==> config.mk <==
export PLATFORM = sky130hd
export DESIGN_NAME = telemetry_rx
export DESIGN_NICKNAME = d
export VERILOG_FILES = /design/src/rtl/telemetry_pkg.sv /design/src/rtl/telem_uart_rx.sv /design/src/rtl/telemetry_rx.sv
export SDC_FILE = /design/constraint.sdc
export NUM_CORES = 1
export LEC_CHECK = 0
export ABC_AREA = 1
export CAP_MARGIN = 20
export CORE_MARGIN = 10
export CORE_UTILIZATION = 60
export DETAILED_ROUTE_END_ITERATION = 8
export GPL_TIMING_DRIVEN = 0
export PLACE_DENSITY = 0.82
export SETUP_SLACK_MARGIN = 0.05
export SYNTH_ARGS = -nofsm -noshare
export SYNTH_HDL_FRONTEND = slang
export SYNTH_HIERARCHICAL = 1
export SYNTH_SLANG_ARGS = --single-unit
==> constraint.sdc <==
create_clock -name clk -period 4 [get_ports clk]
set_input_delay 0.6 -clock clk [delete_from_list [all_inputs] [get_ports clk]]
set_output_delay 0.6 -clock clk [all_outputs]
set_load 0.02 [all_outputs]
==> src/rtl/telemetry_pkg.sv <==
// Shared constants and types for the telemetry serial link (frame format, FSM encodings).
// The transmitter side imports the same delimiters, frame length and default baud divider.
package telemetry_pkg;

    localparam int DEFAULT_BAUD_DIV = 5208;
    localparam int DEFAULT_BYTE_TO  = 104167;
    localparam int FRAME_LEN        = 8;
    localparam logic [7:0] DELIM1   = 8'hAA;
    localparam logic [7:0] DELIM2   = 8'h55;

    typedef enum logic [2:0] {
        SYNC1, SYNC2, P1, P2, P3, P4, P5, P6
    } frame_state_t;

    typedef enum logic [2:0] {
        RX_WAIT_HIGH, RX_IDLE, RX_START, RX_DATA, RX_STOP
    } uart_state_t;

    typedef struct packed {
        frame_state_t frame;
        uart_state_t  uart;
    } rx_dbg_t;

    // Which 12-bit word a payload state belongs to: 0 batt_v, 1 avg_curr, 2 avg_torque.
    function automatic logic [1:0] word_index(input frame_state_t s);
        case (s)
            P1, P2:  return 2'd0;
            P3, P4:  return 2'd1;
            default: return 2'd2;
        endcase
    endfunction

endpackage

==> src/rtl/telem_uart_rx.sv <==
// 8N1 byte receiver: 2-flop synchronizer, mid-bit sampling, glitch-filtered start,
// one-cycle rdy on a good byte and byte_err on a low stop bit.
module telem_uart_rx
    import telemetry_pkg::*;
#(
    parameter int BAUD_DIV = DEFAULT_BAUD_DIV
) (
    input  logic        clk,
    input  logic        rst,
    input  logic        rx,
    output logic [7:0]  rx_data,
    output logic        rdy,
    output logic        byte_err,
    output uart_state_t dbg_state
);

    localparam int CW = $clog2(BAUD_DIV);
    localparam logic [CW-1:0] HALF_LAST = CW'(BAUD_DIV / 2 - 1);
    localparam logic [CW-1:0] FULL_LAST = CW'(BAUD_DIV - 1);
    localparam logic [CW-1:0] ARM_LAST  = CW'(2);

    uart_state_t   state, state_n;
    logic [1:0]    sync_q;
    logic          rx_s;
    logic [CW-1:0] baud_cnt;
    logic [2:0]    bit_cnt;
    logic [7:0]    shreg;
    logic          baud_done;

    assign rx_s      = sync_q[1];
    assign dbg_state = state;
    assign baud_done = (baud_cnt == ((state == RX_START) ? HALF_LAST : FULL_LAST));

    always_ff @(posedge clk) begin
        if (rst) state <= RX_WAIT_HIGH;
        else     state <= state_n;
    end

    // The synchronizer is preset high, so arming needs three high samples in a row
    // to be sure the real line (not the preset) is idle.
    always_comb begin
        state_n = state;
        case (state)
            RX_WAIT_HIGH: if (rx_s && baud_cnt == ARM_LAST) state_n = RX_IDLE;
            RX_IDLE:      if (!rx_s) state_n = RX_START;
            RX_START:     if (baud_done) state_n = rx_s ? RX_IDLE : RX_DATA;
            RX_DATA:      if (baud_done && bit_cnt == 3'd7) state_n = RX_STOP;
            RX_STOP:      if (baud_done) state_n = rx_s ? RX_IDLE : RX_WAIT_HIGH;
            default:      state_n = RX_WAIT_HIGH;
        endcase
    end

    always_ff @(posedge clk) begin
        if (rst) begin
            sync_q   <= 2'b11;
            baud_cnt <= '0;
            bit_cnt  <= '0;
            shreg    <= '0;
            rx_data  <= '0;
            rdy      <= 1'b0;
            byte_err <= 1'b0;
        end else begin
            sync_q   <= {sync_q[0], rx};
            rdy      <= 1'b0;
            byte_err <= 1'b0;
            case (state)
                RX_WAIT_HIGH: baud_cnt <= rx_s ? baud_cnt + CW'(1) : '0;
                RX_IDLE: begin
                    baud_cnt <= '0;
                    bit_cnt  <= '0;
                end
                default: baud_cnt <= baud_done ? '0 : baud_cnt + CW'(1);
            endcase
            if (state == RX_DATA && baud_done) begin
                shreg   <= {rx_s, shreg[7:1]};
                bit_cnt <= bit_cnt + 3'd1;
            end
            if (state == RX_STOP && baud_done) begin
                if (rx_s) begin
                    rdy     <= 1'b1;
                    rx_data <= shreg;
                end else begin
                    byte_err <= 1'b1;
                end
            end
        end
    end

endmodule

==> src/rtl/telemetry_rx.sv <==
// Telemetry frame receiver: reassembles AA 55 + six payload bytes into three 12-bit words,
// updating outputs only on a complete good frame and pulsing pkt_err on discarded frames.
module telemetry_rx
    import telemetry_pkg::*;
#(
    parameter int BAUD_DIV = DEFAULT_BAUD_DIV,
    parameter int BYTE_TO  = DEFAULT_BYTE_TO
) (
    input  logic        clk,
    input  logic        rst,
    input  logic        RX,
    output logic [11:0] batt_v,
    output logic [11:0] avg_curr,
    output logic [11:0] avg_torque,
    output logic        pkt_vld,
    output logic        pkt_err,
    output rx_dbg_t     dbg
);

    localparam int NUM_WORDS = (FRAME_LEN - 2) / 2;
    localparam int GW = $clog2(BYTE_TO + 1);
    localparam logic [GW-1:0] GAP_LIMIT = GW'(BYTE_TO);

    frame_state_t  state, state_n;
    logic [7:0]    rx_byte;
    logic          rdy, byte_err, timeout;
    logic [GW-1:0] gap_cnt;
    logic [3:0]    hi_q [NUM_WORDS];
    logic [7:0]    lo_q [NUM_WORDS-1];
    logic [1:0]    widx;
    logic          ld_hi, ld_lo, commit, err_n;
    uart_state_t   uart_state;

    telem_uart_rx #(.BAUD_DIV(BAUD_DIV)) u_uart (
        .clk       (clk),
        .rst       (rst),
        .rx        (RX),
        .rx_data   (rx_byte),
        .rdy       (rdy),
        .byte_err  (byte_err),
        .dbg_state (uart_state)
    );

    assign dbg     = '{frame: state, uart: uart_state};
    assign widx    = word_index(state);
    assign timeout = (state != SYNC1) && (gap_cnt == GAP_LIMIT);

    always_ff @(posedge clk) begin
        if (rst) state <= SYNC1;
        else     state <= state_n;
    end

    // A received byte takes priority over a coincident timeout.
    always_comb begin
        state_n = state;
        ld_hi   = 1'b0;
        ld_lo   = 1'b0;
        commit  = 1'b0;
        err_n   = 1'b0;
        if (rdy) begin
            case (state)
                SYNC1: if (rx_byte == DELIM1) state_n = SYNC2;
                SYNC2: begin
                    if (rx_byte == DELIM2)      state_n = P1;
                    else if (rx_byte != DELIM1) state_n = SYNC1;
                end
                P1, P3, P5: begin
                    if (rx_byte[7:4] == 4'h0) begin
                        ld_hi   = 1'b1;
                        state_n = (state == P1) ? P2 : (state == P3) ? P4 : P6;
                    end else begin
                        err_n   = 1'b1;
                        state_n = (rx_byte == DELIM1) ? SYNC2 : SYNC1;
                    end
                end
                P2: begin
                    ld_lo   = 1'b1;
                    state_n = P3;
                end
                P4: begin
                    ld_lo   = 1'b1;
                    state_n = P5;
                end
                default: begin
                    commit  = 1'b1;
                    state_n = SYNC1;
                end
            endcase
        end else if (byte_err || timeout) begin
            err_n   = (state != SYNC1) && (state != SYNC2);
            state_n = SYNC1;
        end
    end

    always_ff @(posedge clk) begin
        if (rst) begin
            gap_cnt    <= '0;
            batt_v     <= '0;
            avg_curr   <= '0;
            avg_torque <= '0;
            pkt_vld    <= 1'b0;
            pkt_err    <= 1'b0;
            for (int i = 0; i < NUM_WORDS; i++) hi_q[i] <= '0;
            for (int i = 0; i < NUM_WORDS - 1; i++) lo_q[i] <= '0;
        end else begin
            pkt_vld <= commit;
            pkt_err <= err_n;
            if (rdy || timeout || state == SYNC1) gap_cnt <= '0;
            else                                  gap_cnt <= gap_cnt + GW'(1);
            if (ld_hi) hi_q[widx]    <= rx_byte[3:0];
            if (ld_lo) lo_q[widx[0]] <= rx_byte;
            // The last low byte goes straight to the output so all three words land together.
            if (commit) begin
                batt_v     <= {hi_q[0], lo_q[0]};
                avg_curr   <= {hi_q[1], lo_q[1]};
                avg_torque <= {hi_q[2], rx_byte};
            end
        end
    end

endmodule

# Word-level counts from Yosys, hierarchy flattened
# Memory sizes are Yosys's and may differ from the RTL's. A register that Yosys moved wholly into a read port is not among the register bits.
# Index checks and enable logic that the tools add are counted.
[op_classes]
n_addsub = 3
mul = 0
div_mod_pow = 0
magnitude_cmp = 0
n_eq_ne = 25
shifts = 0
muxes = 52
bitwise_logic = 1
n_reduce_logical = 27
[ops]
columns = ["operator", "count"]
rows = [
  ["3-bit 2-to-1 mux", 14],
  ["13-bit 2-to-1 mux", 3],
  ["3-bit case mux with 5 select lines", 2],
  ["1-bit 2-to-1 mux", 26],
  ["13-bit case mux with 2 select lines", 1],
  ["17-bit by 1-bit adder with 17-bit output, second input constant", 1],
  ["17-bit == test, second input constant", 1],
  ["3-bit == test, second input constant", 5],
  ["13-bit by 1-bit adder with 13-bit output, second input constant", 1],
  ["13-bit == test", 1],
  ["13-bit by 2-bit == test with 1-bit output, second input constant", 1],
  ["3-bit by 2-bit == test with 1-bit output, second input constant", 4],
  ["2-bit OR reduction", 5],
  ["8-bit by 7-bit == test with 1-bit output, second input constant", 1],
  ["8-bit == test, second input constant", 1],
  ["8-bit 2-to-1 mux", 1],
  ["2-bit by 1-bit != test with 1-bit output, second input constant", 4],
  ["8-bit != test, second input constant", 1],
  ["8-bit OR reduction", 1],
  ["7-bit OR reduction", 1],
  ["3-bit by 1-bit == test with 1-bit output, second input constant", 2],
  ["1-bit logical AND", 6],
  ["3-bit logical NOT", 2],
  ["2-bit 2-to-1 mux", 3],
  ["17 further kinds", 20],
]
[totals]
regBits = 73
latchBits = 0
ramBits = 28
romBits = 0
out_inout_bits = 44
n_memories = 2
[memory_table]
columns = ["memory", "depth", "word_bits", "rd", "rd_ports_with_merged_regs", "write_ports", "line", "rtl"]
rows = [
  ["lo_q", 2, 8, 2, 2, 2, "telemetry_rx.sv:29", "logic [7:0] lo_q [NUM_WORDS-1];"],
  ["hi_q", 3, 4, 3, 3, 3, "telemetry_rx.sv:28", "logic [3:0] hi_q [NUM_WORDS];"],
]

# Depth between registers and ports, before layout
# Gate-level depths: netlist of run 1.
[depth]
depth_word = 9
mapped_depth = 11

# By module
# The synthesis of run 1 kept the hierarchy.
[modules_own_cells]
columns = ["module", "n_inst", "cells_per_inst", "area_per_inst_um2", "seq_area_each_um2"]
rows = [
  ["telemetry_rx", 1, 417, 3523.4, 2001.9],
  ["telem_uart_rx", 1, 237, 1806.7, 780.7],
]

# Worst setup path before layout of run 1
# No wires, ideal clock.
[synth_path]
kind = "flip-flop to flip-flop"
from = "register state[2]"
to = "memory hi_q[1][0] (enable)"
setup_ns = 0.308
arrival_time_ns = 1.279
required_time_ns = 3.692
path_slack_ns = 2.413
stages_incl_launch_ff = 7
path_buffers = 0
synth_period_minus_slack_ns = 1.587
path_cell_list = "dfxtp_1 -> inv_2 -> nand2_1 -> nand3_1 -> nor2_2 -> nand3_2 -> nand2_1"
[synth_rtl]
columns = ["element", "line", "rtl"]
rows = [
  ["start: declaration", "telemetry_rx.sv:24", "frame_state_t state, state_n;"],
  ["start signal: assignment", "telemetry_rx.sv:50", "else state <= state_n;"],
  ["end: declaration", "telemetry_rx.sv:28", ""],
]

# Worst setup path in the final report of run 1
[layout_path]
from = "register state[2]"
to = "output port dbg[5] (netlist name)"
[layout_rtl]
columns = ["element", "line", "rtl"]
rows = [
  ["end: declaration", "telemetry_rx.sv:17", "output rx_dbg_t dbg"],
]
# No word-level cell between the ends.

==> results of run 1 <==
Yosys cell counts, drive strengths merged:
library cell | n | area [um^2]
nand2 | 98 | 388
inv | 58 | 220
and3 | 1 | 6.26
nand3 | 28 | 183
o21bai | 1 | 7.51
o22ai | 1 | 20.0
nand3b | 2 | 18.8
buf | 10 | 80.1
clkbuf | 8 | 31.3
clkinv | 2 | 7.51
nor3 | 12 | 87.6
xnor2 | 2 | 17.5
o211ai | 1 | 7.51
or3 | 1 | 6.26
a21oi | 40 | 219
a21boi | 1 | 7.51
or2 | 5 | 31.3
dfxtp | 97 | 1940
xor2 | 12 | 105
nand4 | 12 | 75.1
nor4 | 2 | 12.5
o21ai | 48 | 240
edfxtp | 28 | 841
ha | 5 | 62.6
nor3b | 1 | 7.51
nor2 | 178 | 706
metal layers:
layer / vias to the layer above / part of all wire, % / wire (um) / track usage (%)
li1: 2251 / - / - / -
met1: 2120 / 42 / 5030 / 22.1
met3: 30 / 5.9 / 701 / 5.61
met2: 142 / 50 / 5910 / 31.4
met5: - / 0 / 0 / 0
met4: 0 / 1.8 / 218 / 6.93
report_power, final:
| group | switching (uW) | internal, uW |
|---|---|---|
| sequential | 34.0 | 1330 |
| combinational | 227 | 134 |
| clock | 578 | 809 |
| total | 839 | 2270 |
through the flow:
stage | total power (uW) | hold slack [ns] | cells
after floorplan | 1660 | 0.389 | 654
after global placement | 1740 | 0.393 | 808
after detailed placement | 1750 | 0.392 | 808
after CTS | 3120 | 0.416 | 840
after global routing | 3240 | 0.438 | 840
final | 3110 | 0.412 | 840
kinds of logic after synthesis:
family          Yosys count  share of synthesized area, %
fa+ha+maj                 5                          1.17
compound gates           92                          9.41
buf+inv                  78                          6.36
xor+xnor                 14                          2.30
flops                   125                          52.2
simple gates            340                          28.5
sequential cells by signal (all words and copies together), names as in the netlist, 2 cells and up:
signal            flops
avg_curr             12
avg_torque           12
batt_v               12
gap_cnt              17
hi_q                 12
lo_q                 16
state                 3
u_uart/baud_cnt      13
u_uart/bit_cnt        3
u_uart/dbg_state      3
u_uart/rx_data        8
u_uart/shreg          8
u_uart/sync_q         2
cell type report:
cell class              instances  area (um^2)
flip-flops and latches        125         2780
multi-input cells             451         2210
fillers                       624         2210
repair buffers                 46          460
clock buffers                  19          443
inverters                      60          228
well taps                     108          135
plain buffers                  18          111
clock inverters                13          103
worst max path at each step:
stage,cells past startpoint,startpoint,to,slack [ns]
final,1,state[2],dbg[5],1.66
after global routing,1,state[2],dbg[5],1.61
after CTS,1,state[2],dbg[5],1.65
after detailed placement,4,rst,lo_q[0][1],1.45
after global placement,4,rst,lo_q[0][1],1.46
after floorplan,6,state[2],hi_q[1][0],2.41
==> impl_results.md, run 1 <==
* Status: complete, no violations
* Remaining Overflow, GRT at 0
* Clock transition at path regs at 0.06 ns
* Reg2reg setup slack at 2.27 ns
* Final setup fails at 0
* Max stage delay on crit path at ~0.70 ns
* Placement Setup Slack at 1.45 ns
* Vias in the first global route at between 4000 and 5000
* R2R cell count at 8
* Largest net degree at the start of global routing at 17
* Data required time of the worst path at 3.40 ns
* Hold Path Class: reg2reg
* WHS Path Cells at 1
* Worst skew pair latency at 0.51 ns
* Max-cap violations at 0
* Mapped cell area at 5330 um^2
* Fmax at 428 MHz
* Htree depth at 4
* Cells after Synth at 654
* CTS tree: yes
* Initial Util at 61.4%
* Rel. slew slack at 64.5%
* Area added between synthesis and finish at 21.4%
* Leak pwr at 0.00252 uW
* Core ar. at 8680 um^2
* Register area share after synthesis at 52.2%
* Layout cells sized above 1 at 11.7%
* Final Critical Period at 2.34 ns
* WHS Endpoint: u_uart/sync_q[1]
* Hold path startpoint: u_uart/sync_q[0]
* Total wire length at 11900 um
* Commonest non-fill, non-tap cells in the layout: 167 x nor2_1, 97 x dfxtp_1, 90 x nand2_1, 51 x inv_1, 48 x o21ai_0
* Tot GR Track Use at 18.7%
* Drt drc at 0
* Distinct cells, synth at 42
* Most common cell after layout, fill and taps aside: nor2_1
* Worst slew pin tran at ~0.53 ns
* Initial antenna violation count at 0
* Post-layout instance area at 6470 um^2
* Final Hold Vio Count at 0
* CP startpoint kind: register
* Initial DRC Count at 355
* Yosys warns at 10
* Final Core Density at 74.6%
* Root Driver: clkbuf_8
* Reg2reg start: u_uart/baud_cnt[0]
* Die Height at about 110 um
* CP top delay family: buffers and inverters
* Hold-fix buffers, CTS at 0
* HPWL after DPL at 8110 um
* CP max stage cell: clkdlybuf4s50_1
* Final net count at approximately 730
* Max VDD drop at about 420 uV
* Antenna-violating nets left at 0
* PortBufs at 46
* Drt first pass iters at 5
* Via/cell ratio at 5.41
* WP buf/inv at 1
* Area after DPL at 5930 um^2
* TritonCTS buffer count at 17
* WL/cell at 14.1 um
* Top-level I/O count at 47
* First-pass GRT wire length at 20400 um
* Setup TNS at 0 ns
* Syn avg cell area at 8.15 um^2
* Clock Tree Buf Depth at 2
* Final worst path period share at 58.4%
* Worst-path cell chain: clkdlybuf4s50_1
* Worst Path Max Fanout at 8
* Post-CTS Setup Repair Bufs at 0
* Yosys reg bits at approximately 130
* FP Rows at 34
* RSZ-0062 raised after global routing: false
* Post-CTS Resized at 0
* Die area at around 13000 um^2
* Setup ws final at 1.66 ns
* Data arrival, critical path at 1.74 ns
* Crit Path Category: reg2out
* Clk_skew at a little over 0.008 ns
* Clock Sinks at 125
* Post-Syn Nets at 662
* Gp weighted congestion at 0.896
* ANT cells at 0
* Die width at 114 um
* Critical R2R Capture: u_uart/rx_data[1]
* Vias at 4543
* Pins Over Slew Limit at 0
* PD cells at just under 500 nW/um^2
* CP Capture Type: output pin
No activity file was read; power rests on OpenSTA's default activity.
==> run 2: changes to the inputs <==
- CORE_UTILIZATION: 60 -> 52
- PLACE_DENSITY: 0.82 -> 0.76
- clock period: 4 -> 2.1 ns (I/O delays scaled with it)
==> run 2 against run 1 <==
Net effect:
- global-route usage decreased by 1.7 points
- sequential share of layout area shrank 0.70 points
- power is 100% higher
- clock power is 120% higher
- critical path depth did not move
- combinational power is 95% higher
- sequential power grew 90%
- critical endpoint is now dbg[0]
- largest power group unchanged
- highest routed layer unchanged
==> impl_results.md, run 2 (synthesis results as in run 1) <==
* WL/cell at 14.1 um
* Hold Path Class: in2reg
* Routed wl met2 at slightly above 6000 um
* Initial DRC Count at 359
* Gp weighted congestion at 0.914
* TritonCTS buffer count at 17
* Clock transition at path regs at 0.06 ns
* Die Height at approximately 120 um
* Clock power frac at 48.3%
* Pins Over Slew Limit at 0
* Largest net degree at the start of global routing at 17
* Hold-fix buffers, CTS at 0
* CP top delay family: buffers and inverters
* Fmax at 510 MHz
* Htree depth at 4
* Registers with the most flip-flops: gap_cnt x17, lo_q x16, u_uart/baud_cnt x13
* Max VDD drop at 1050 uV
* Leak pwr at ~0.0026 uW
* Most flop-heavy register: gap_cnt
* Total wire length at 12200 um
* Top-level I/O count at 47
* Setup ws final at 0.140 ns
* Final Critical Period at approximately 2 ns
* Max-cap violations at 0
* Initial antenna violation count at 0
* HPWL after DPL at 8410 um
* Layout cells sized above 1 at 11.9%
* Highest routed layer: met4
* Worst-path cell chain: clkdlybuf4s50_1
* Clock Tree Buf Depth at 2
* Area added between synthesis and finish at 23.4%
* Worst skew pair latency at 0.52 ns
* Data arrival, critical path at ~1.7 ns
* CTS tree: yes
* Drt drc at 0
* Rel. slew slack at between 60 and 70%
* Final Hold Vio Count at 0
* Via/cell ratio at between 5 and 6
* Data required time of the worst path at between 1.5 and 2 ns
* PD cells at 969 nW/um^2
* Post-layout instance area at about 6600 um^2
* CP max stage cell: clkdlybuf4s50_1
* Remaining Overflow, GRT at 0
* WP depth at 1
* Die width at around 120 um
* DRT met1 WL at about 5000 um
* Clock Sinks at ~130
* WP buf/inv at 1
* Combinational share of power at between 10% and 20%
* Worst slew pin tran at 0.534 ns
* Drt first pass iters at 5
* Root Driver: clkbuf_8
* Core ar. at 9860 um^2
* Final worst path period share at 93.3%
* FP Rows at 36
* Vias in the first global route at 4466
* Final net count at 727
* Cell-internal power at 4680 uW
* Commonest non-fill, non-tap cells in the layout: 167 x nor2_1, 97 x dfxtp_1, 90 x nand2_1, 51 x inv_1, 48 x o21ai_0
* CP startpoint kind: register
* Max stage delay on crit path at 0.66 ns
* WHS Path Cells at 2
* Antenna-violating nets left at 0
* CP Capture Type: output pin
* Tot GR Track Use at 17.0%
* Reg2reg setup slack at approximately 0.37 ns
* Die area at 14700 um^2
* Met3 wire length at between 700 and 800 um
* PortBufs at 46
* NetSw at 1700 uW
* Final setup fails at 0
* Sequential power share at between 40 and 50%
* RSZ-0062 raised after global routing: false
* Initial Util at 54.0%
* Switching portion of total power at 26.6%
* R2R cell count at 5
* Vias at approximately 4500
* Max FFs per register at 17
* ANT cells at 0
* First-pass GRT wire length at between 20000 and 25000 um
* Most common cell after layout, fill and taps aside: nor2_1
* Placement Setup Slack at -0.171 ns
* Hold WS at 0.357 ns
* Worst Path Max Fanout at 7
* Status: complete, no violations
* Clk_skew at ~0.0081 ns
* Area after DPL at 5960 um^2
* Crit Path Category: reg2out
==> run 2: cell types whose count changed in the layout (fill, tap and decap cells not counted), sizes merged <==
cell and change:
inv +2, clkinv -2, clkinvlp -2, clkdlybuf4s50 -1
dlygate4sd2 +1, bufinv +3, clkbuf -1
==> run 2: power groups by stage <==
stage / sequential, uW / clock [uW] / combinational, uW
floorplan: 2660 / 0 / 497
detailed placement: 2640 / 0 / 688
finish: 2590 / 3080 / 704
global route: 2600 / 3220 / 789
global placement: 2640 / 0 / 668
CTS: 2590 / 3090 / 699
==> run 2: worst paths after layout <==
path                                     startpoint                to
worst min-delay path                             RX  u_uart/sync_q[0]
worst min register to register     u_uart/sync_q[0]  u_uart/sync_q[1]
worst max-delay path            u_uart/dbg_state[0]            dbg[0]
worst max register to register             state[1]        lo_q[1][4]
==> run 2: layout make-up <==
class                   count  area [um^2]
fillers                   774         3290
flip-flops and latches    125         2780
multi-input cells         451         2210
repair buffers             46          459
clock buffers              18          428
inverters                  60          228
clock inverters            14          194
well taps                 133          166
plain buffers              18          111
==> run 2: routing by layer <==
layer / GRT usage [%] / up-vias
met3: 4.00 / 27
met4: 7.30 / 0
met1: 20.0 / 2111
met2: 29.1 / 135
li1: - / 2241
met5: 0 / -
==> run 2: per-stage QoR <==
step,setup TNS [ns],instances,total power (uW),utilization [%]
floorplan,0,654,3160,-
global placement,-2.93,833,3310,60.4
detailed placement,-2.98,833,3330,60.4
CTS,0,865,6380,66.7
global route,0,865,6610,66.7
finish,0,865,6370,66.7
==> run 2: what timing repair did <==
| action | in CTS | in global routing |
|---|---|---|
| resized for setup | 1 | 0 |
| setup buffers | 0 | 0 |
| endpoints found under the setup margin | 1 | 0 |
